--- config.mk ---
export PLATFORM = sky130hd
export DESIGN_NAME = mem_beat_sequencer
export DESIGN_NICKNAME = d
export VERILOG_FILES = /design/src/rtl/mem_beat_sequencer_pkg.sv /design/src/rtl/mem_beat_sequencer_beat_lat_pipe.sv /design/src/rtl/mem_beat_sequencer.sv
export SDC_FILE = /design/constraint.sdc
export NUM_CORES = 1
export LEC_CHECK = 0
export CAP_MARGIN = 30
export CORE_MARGIN = 10
export CORE_UTILIZATION = 45
export DETAILED_ROUTE_END_ITERATION = 10
export PLACE_DENSITY = 0.72
export SETUP_SLACK_MARGIN = 0.5
export SLEW_MARGIN = 5
export SYNTH_ARGS = -nofsm -noshare
export SYNTH_HDL_FRONTEND = slang
export SYNTH_SLANG_ARGS = --single-unit
--- constraint.sdc ---
create_clock -name clk -period 1.7 [get_ports clk]
set_clock_uncertainty 0.05 [all_clocks]
set_input_delay 0.34 -clock clk [delete_from_list [all_inputs] [get_ports clk]]
set_output_delay 0.34 -clock clk [all_outputs]
set_load 0.005 [all_outputs]
--- src/rtl/mem_beat_sequencer_pkg.sv ---
// Shared definitions for the multi-beat access sequencer: FSM encodings (also used by
// the cache controller) and parameter legality helpers.
package mem_beat_sequencer_pkg;

    typedef enum logic [1:0] {
        ST_IDLE  = 2'd0,
        ST_ISSUE = 2'd1,
        ST_DRAIN = 2'd2,
        ST_DONE  = 2'd3
    } seq_state_e;

    localparam int BEATS_MIN  = 2;
    localparam int BEATS_MAX  = 16;
    localparam int RD_LAT_MIN = 1;
    localparam int RD_LAT_MAX = 4;

    function automatic logic beats_legal(input int beats, input int idx_w);
        return (beats >= BEATS_MIN) && (beats <= BEATS_MAX) && (idx_w == $clog2(beats));
    endfunction

    function automatic logic rd_lat_legal(input int rd_lat);
        return (rd_lat >= RD_LAT_MIN) && (rd_lat <= RD_LAT_MAX);
    endfunction

endpackage

--- src/rtl/mem_beat_sequencer_beat_lat_pipe.sv ---
// Read-return delay line: RD_LAT stages of {valid,index}, each stage a holdable dff cell.
// The whole line freezes while hold is high so no beat is lost or duplicated.
module beat_dff #(
    parameter int W = 1
) (
    input  logic         clk,
    input  logic         rst,
    input  logic         en,
    input  logic [W-1:0] d,
    output logic [W-1:0] q
);

    // Storage cell with enable; reset clears to zero.
    always_ff @(posedge clk or negedge rst) begin
        if (!rst) begin
            q <= {W{1'b0}};
        end else if (en) begin
            q <= d;
        end else begin
            q <= q;
        end
    end

endmodule

module beat_lat_pipe #(
    parameter int RD_LAT = 2,
    parameter int IDX_W  = 2
) (
    input  logic              clk,
    input  logic              rst,
    input  logic              hold,
    input  logic              in_valid,
    input  logic [IDX_W-1:0]  in_index,
    output logic              out_valid,
    output logic [IDX_W-1:0]  out_index,
    output logic [RD_LAT-1:0] valid_vec
);

    logic [IDX_W:0] stage_q [RD_LAT];

    for (genvar s = 0; s < RD_LAT; s++) begin : g_stage
        if (s == 0) begin : g_head
            beat_dff #(.W(IDX_W + 1)) u_dff (
                .clk (clk),
                .rst (rst),
                .en  (!hold),
                .d   ({in_valid, in_index}),
                .q   (stage_q[s])
            );
        end else begin : g_body
            beat_dff #(.W(IDX_W + 1)) u_dff (
                .clk (clk),
                .rst (rst),
                .en  (!hold),
                .d   (stage_q[s-1]),
                .q   (stage_q[s])
            );
        end
        assign valid_vec[s] = stage_q[s][IDX_W];
    end

    assign out_valid = stage_q[RD_LAT-1][IDX_W];
    assign out_index = stage_q[RD_LAT-1][IDX_W-1:0];

endmodule

--- src/rtl/mem_beat_sequencer.sv ---
// Multi-beat access sequencer: FSM, beat counter and up/down index mapping, plus the
// read-return delay line that lines capture indices up with returning data.
module mem_beat_sequencer
    import mem_beat_sequencer_pkg::*;
#(
    parameter int BEATS   = 4,
    parameter int IDX_W   = 2,
    parameter int RD_LAT  = 2,
    parameter int DESCEND = 1
) (
    input  logic             clk,
    input  logic             rst,
    input  logic             start,
    input  logic             is_read,
    input  logic             stall,
    output logic             busy,
    output logic             idx_valid,
    output logic [IDX_W-1:0] index,
    output logic             cap_valid,
    output logic [IDX_W-1:0] cap_index,
    output logic             done,
    output logic             err
);

    localparam logic [IDX_W-1:0]  LAST_CNT   = IDX_W'(BEATS - 1);
    localparam logic [IDX_W-1:0]  FIRST_IDX  = (DESCEND != 0) ? IDX_W'(BEATS - 1) : {IDX_W{1'b0}};
    localparam logic [IDX_W-1:0]  IDX_ONE    = IDX_W'(1);
    // Every stage except the last; once these are empty the final capture is on the output.
    localparam logic [RD_LAT-1:0] EARLY_MASK = RD_LAT'((1 << (RD_LAT - 1)) - 1);

    if (!beats_legal(BEATS, IDX_W)) begin : g_bad_beats
        $error("mem_beat_sequencer: BEATS/IDX_W combination is not legal");
    end
    if (!rd_lat_legal(RD_LAT)) begin : g_bad_lat
        $error("mem_beat_sequencer: RD_LAT out of range");
    end

    seq_state_e        state_r;
    seq_state_e        state_s;
    logic              start_acc_s;
    logic [IDX_W-1:0]  cnt_r;
    logic [IDX_W-1:0]  index_r;
    logic              read_r;
    logic              last_beat_s;
    logic              drain_empty_s;
    logic              pipe_valid_s;
    logic [IDX_W-1:0]  pipe_index_s;
    logic [RD_LAT-1:0] pipe_vec_s;
    logic              issue_s;

    assign last_beat_s   = (cnt_r == LAST_CNT);
    assign drain_empty_s = ((pipe_vec_s & EARLY_MASK) == {RD_LAT{1'b0}});
    assign issue_s       = (state_r == ST_ISSUE) && !stall;

    // Next-state logic; stall only freezes the busy states.
    always_comb begin
        state_s     = state_r;
        start_acc_s = 1'b0;
        case (state_r)
            ST_IDLE: begin
                if (start) begin
                    state_s     = ST_ISSUE;
                    start_acc_s = 1'b1;
                end else begin
                    state_s = ST_IDLE;
                end
            end
            ST_ISSUE: begin
                if (issue_s && last_beat_s) begin
                    state_s = read_r ? ST_DRAIN : ST_DONE;
                end else begin
                    state_s = ST_ISSUE;
                end
            end
            ST_DRAIN: begin
                if (!stall && drain_empty_s) begin
                    state_s = ST_DONE;
                end else begin
                    state_s = ST_DRAIN;
                end
            end
            ST_DONE: begin
                if (start) begin
                    state_s     = ST_ISSUE;
                    start_acc_s = 1'b1;
                end else begin
                    state_s = ST_IDLE;
                end
            end
            default: begin
                state_s = ST_IDLE;
            end
        endcase
    end

    // State register.
    always_ff @(posedge clk or negedge rst) begin
        if (!rst) begin
            state_r <= ST_IDLE;
        end else begin
            state_r <= state_s;
        end
    end

    // Beat counter and mapped index; both stop at the terminal beat instead of wrapping.
    always_ff @(posedge clk or negedge rst) begin
        if (!rst) begin
            cnt_r   <= {IDX_W{1'b0}};
            index_r <= {IDX_W{1'b0}};
            read_r  <= 1'b0;
        end else if (start_acc_s) begin
            cnt_r   <= {IDX_W{1'b0}};
            index_r <= FIRST_IDX;
            read_r  <= is_read;
        end else if (issue_s && !last_beat_s) begin
            cnt_r   <= cnt_r + IDX_ONE;
            index_r <= (DESCEND != 0) ? (index_r - IDX_ONE) : (index_r + IDX_ONE);
        end else begin
            cnt_r   <= cnt_r;
            index_r <= index_r;
            read_r  <= read_r;
        end
    end

    beat_lat_pipe #(
        .RD_LAT (RD_LAT),
        .IDX_W  (IDX_W)
    ) u_pipe (
        .clk       (clk),
        .rst       (rst),
        .hold      (stall),
        .in_valid  (issue_s && read_r),
        .in_index  (index_r),
        .out_valid (pipe_valid_s),
        .out_index (pipe_index_s),
        .valid_vec (pipe_vec_s)
    );

    // Output decode; valids are masked by stall, indices simply hold.
    always_comb begin
        busy      = (state_r == ST_ISSUE) || (state_r == ST_DRAIN);
        idx_valid = issue_s;
        index     = index_r;
        cap_valid = pipe_valid_s && !stall;
        cap_index = pipe_index_s;
        done      = (state_r == ST_DONE);
        err       = start && ((state_r == ST_ISSUE) || (state_r == ST_DRAIN));
    end

endmodule

==> results of run 1 <==
-- what timing repair did --
item,in CTS,in global routing
setup endpoints to repair,21,15
hold buffers,0,0
pin swaps,8,4
setup buffers,10,2
gates resized for setup,55,9
-- worst max-delay path, stage by stage, from the launching register on --
cell and delay, ns:
sky130_fd_sc_hd__dfrtp_1 0.42, sky130_fd_sc_hd__buf_6 0.14, sky130_fd_sc_hd__ha_4 0.16, sky130_fd_sc_hd__buf_4 0.13, sky130_fd_sc_hd__buf_6 0.11, sky130_fd_sc_hd__nor3b_2 0.14
sky130_fd_sc_hd__buf_4 0.15, sky130_fd_sc_hd__xnor2_1 0.13, sky130_fd_sc_hd__a21oi_1 0.15
-- cells in the final DEF (no fill, tap or decap), types with 2 or more instances in the layout --
master,n
sky130_fd_sc_hd__clkdlybuf4s50_1,3
sky130_fd_sc_hd__mux2_2,6
sky130_fd_sc_hd__xnor2_1,2
sky130_fd_sc_hd__dfrtp_1,11
sky130_fd_sc_hd__buf_6,8
sky130_fd_sc_hd__inv_2,2
sky130_fd_sc_hd__clkbuf_4,3
sky130_fd_sc_hd__buf_2,7
sky130_fd_sc_hd__nand2_1,4
sky130_fd_sc_hd__buf_4,12
sky130_fd_sc_hd__ha_4,4
sky130_fd_sc_hd__dfrtp_2,2
sky130_fd_sc_hd__nor2b_1,2
-- cells by family (layout without fill, tap and decap cells) --
logic type,after synthesis,in the layout,synth area share
AOI/OAI and AO/OA,5,5,0.0471
buffers and inverters,4,38,0.0353
and+or+nand+nor,14,14,0.145
adders and majority gates,5,5,0.0980
DFF,13,13,0.510
xor gates and xnor gates,3,3,0.0412
muxes,7,7,0.124
-- state kept, by name (all words and copies together), names as in the netlist --
signal	cells
read_r	1
u_pipe.g_stage.g_head.u_dff.q	3
index	2
cnt_r	2
state_r	2
u_pipe.g_stage.g_body.u_dff.q	3
-- worst max path at each step --
stage / to / cells past startpoint / start
detailed placement: idx_valid / 3 / stall
CTS: err / 3 / state_r[1]
finish: cnt_r[0] / 8 / state_r[0]
floorplan: state_r[1] / 5 / state_r[1]
global placement: idx_valid / 3 / stall
global route: cnt_r[0] / 8 / state_r[0]
-- routing by layer --
layer  track usage  wire length [um]
met2         0.138               819
met1         0.113               709
met3        0.0305                66
met4        0.0403                17
met5             0                 0
-- layout make-up --
cell class,count,area share
Clock buffer,4,0.0249
Inverter,3,0.0107
Multi-Input combinational cell,34,0.394
Sequential cell,13,0.311
Tap cell,15,0.0178
Timing Repair Buffer,31,0.241
-- power breakdown --
| part | internal [mW] | switching, mW |
|---|---|---|
| registers | 0.455 | 0.0963 |
| logic | 0.585 | 0.406 |
| clock network | 0.0905 | 0.0926 |
-- through the flow --
| stage | worst slack (ns) | utilization | instance area (um2) | TNS [ns] |
|---|---|---|---|---|
| after global routing | 0.00720 | 0.800 | 1050 | 0 |
| after CTS | 0.0733 | 0.755 | 995 | 0 |
| after global placement | -0.176 | 0.649 | 855 | -0.493 |
| final | 0.0403 | 0.800 | 1050 | 0 |
| after floorplan | 0.392 | - | 672 | 0 |
| after detailed placement | -0.191 | 0.649 | 855 | -0.624 |
==> flow_results.org, run 1 <==
** Placed design
- After detailed placement, the design holds a cell count of 84.
- Final HPWL from detailed placement :: 986 um
- GPL Wtd Cong :: 0.757
- Total of buffers placed on input and output ports :: 13

** Layout
- Net total in the final layout :: 96
- Sequential cell area :: 328 um2
- The count of cells in the finished layout, fillers not included, comes to 100.
- Area of combinational cells with multiple inputs :: 415 um2
- Fill cells in the final layout number 76.
- Antenna diodes :: 0
- From synthesis to final layout, the design area changed by 65.1%.
- In the final layout, the share of cells above drive strength 1 is 0.671.

** Yosys
- Dominant cell by count in the synthesized netlist :: sky130_fd_sc_hd__dfrtp_1
- Gate Count Post-Synth :: 51
- The largest total area in the synthesized netlist belongs to sky130_fd_sc_hd__dfrtp_1.
- FFs w/ async S/R, synth :: 1.00
- After synthesis, the netlist uses 17 different library cells.
- Post-synth top cells :: sky130_fd_sc_hd__dfrtp_1, sky130_fd_sc_hd__mux2_2, sky130_fd_sc_hd__nand2_1
- By area the synthesized netlist is led by sky130_fd_sc_hd__dfrtp_1, sky130_fd_sc_hd__mux2_2, sky130_fd_sc_hd__ha_1, sky130_fd_sc_hd__xnor2_1, sky130_fd_sc_hd__nor4b_4.
- Post-synth net total :: 61
- Summing every instance area after synthesis gives 638 um2.
- The synthesized design contains 13 register bits.
- Fraction of post-synthesis cell area in the top cell type by area :: 0.510
- Ys Warns :: 0
- In this run the mean area of a mapped cell was 12.5 um2.
- Number of enable-type register cells in the synthesized netlist :: 0
- Sequential-to-total area share from yosys stat :: 0.510
- Most instantiated flip-flop cell in the synthesis netlist :: sky130_fd_sc_hd__dfrtp_1

** Setup path
- The worst register-to-register path has a depth of 8.
- Worst Path Max Fanout :: 4
- Required time at the endpoint of the critical path :: 1.83 ns
- The worst setup path is of the reg -> reg kind.
- Across all register-to-register paths, the minimum setup slack is 0.04 ns.
- Critical path endpoint category :: flop
- FF-to-FF Start :: state_r[0]
- Data arrival time of the critical path :: 1.79 ns
- The worst setup path is launched from a flop.
- Capture point of the worst reg-to-reg path :: cnt_r[0]

** STA
- Total setup violations reported at the end of the flow :: 0
- Final Slew Violations :: 0
- Timing would allow up to 603 MHz.
- Crit path time final :: 1.66 ns
- Post-route worst hold slack :: 0.328 ns
- Fraction of the cycle the final worst path needs :: 0.976
- The worst pin sits at a relative slew slack of 0.826.
- The final number of hold-violating endpoints was 0.
- Pin slew with the least headroom to its limit :: 0.261 ns
- Setup repair after global routing could not meet its margin everywhere.

** Routing
- The first detailed-routing pass ran for 4 iterations.
- In the routed design, unresolved DRC markers number 0.
- Once detail routing completed, the nets flagged for antenna violations numbered 0.
- The routed layout has 479 vias.
- Using the TritonRoute via totals, the vias-per-cell ratio works out to 4.79.
- Wirelength, routed :: 1.61 mm
- The first routing iteration left 9 violations.
- In the final routed layout, each cell accounts on average for 16.1 um.

** Clocking
- Clock transition at path regs :: 0.08 ns
- Longest Clk Path Bufs :: 2
- The clock net in this run drives a total of 13 sinks.
- The clock reaches the later pin of the worst-skew pair after 0.26 ns.
- Clock tree from TritonCTS :: yes
- Number of buffers inserted during clock tree synthesis :: 3
- H-tree level count :: 1
- The cell sitting at the root of the clock tree is a sky130_fd_sc_hd__clkbuf_4.

** Run
- The tool flagged a number of max-cap violations equal to 0.

** Status
- The run finished with clean final reports.

** Global route
- Combined global-route utilization of all metal layers :: 0.0909
- Antenna violations before repair :: 0
- The via count of the first global-routing pass was 521.
- Global-route wire length before repair :: 2.38 mm
- Summed over all layers, the global routing overflow is 0.
- Entering global routing, the biggest net connects 14 pins.

** Floorplan
- Area enclosed by the die boundary :: 0.00332 mm2
- Initial Util :: 0.484
- Placeable Area :: 0.00132 mm2
- The initialized floorplan defines 13 standard-cell rows.
- Measured along the y axis, the die boundary spans 57.7 um.
- Die Width :: 57.7 um
- Boundary Pins :: 14

** Hold path
- In this run the worst hold path is classified as in -> async.

** Power
- Total power of the final layout :: 1.73 mW
- Leakage :: 0.477 nW
- The worst-case IR drop observed on VDD is 0.00101 V.
- Power spread over the standard cell area amounts to 1640 mW/mm2.
Power figures use the tool's default switching activity.
==> run 2, diff against run 1 <==
- CAP_MARGIN: 30 -> 5
- SLEW_MARGIN: 5 -> 20
==> results of run 2 <==
The final DEF is identical to that of run 1; final timing and power are the same.
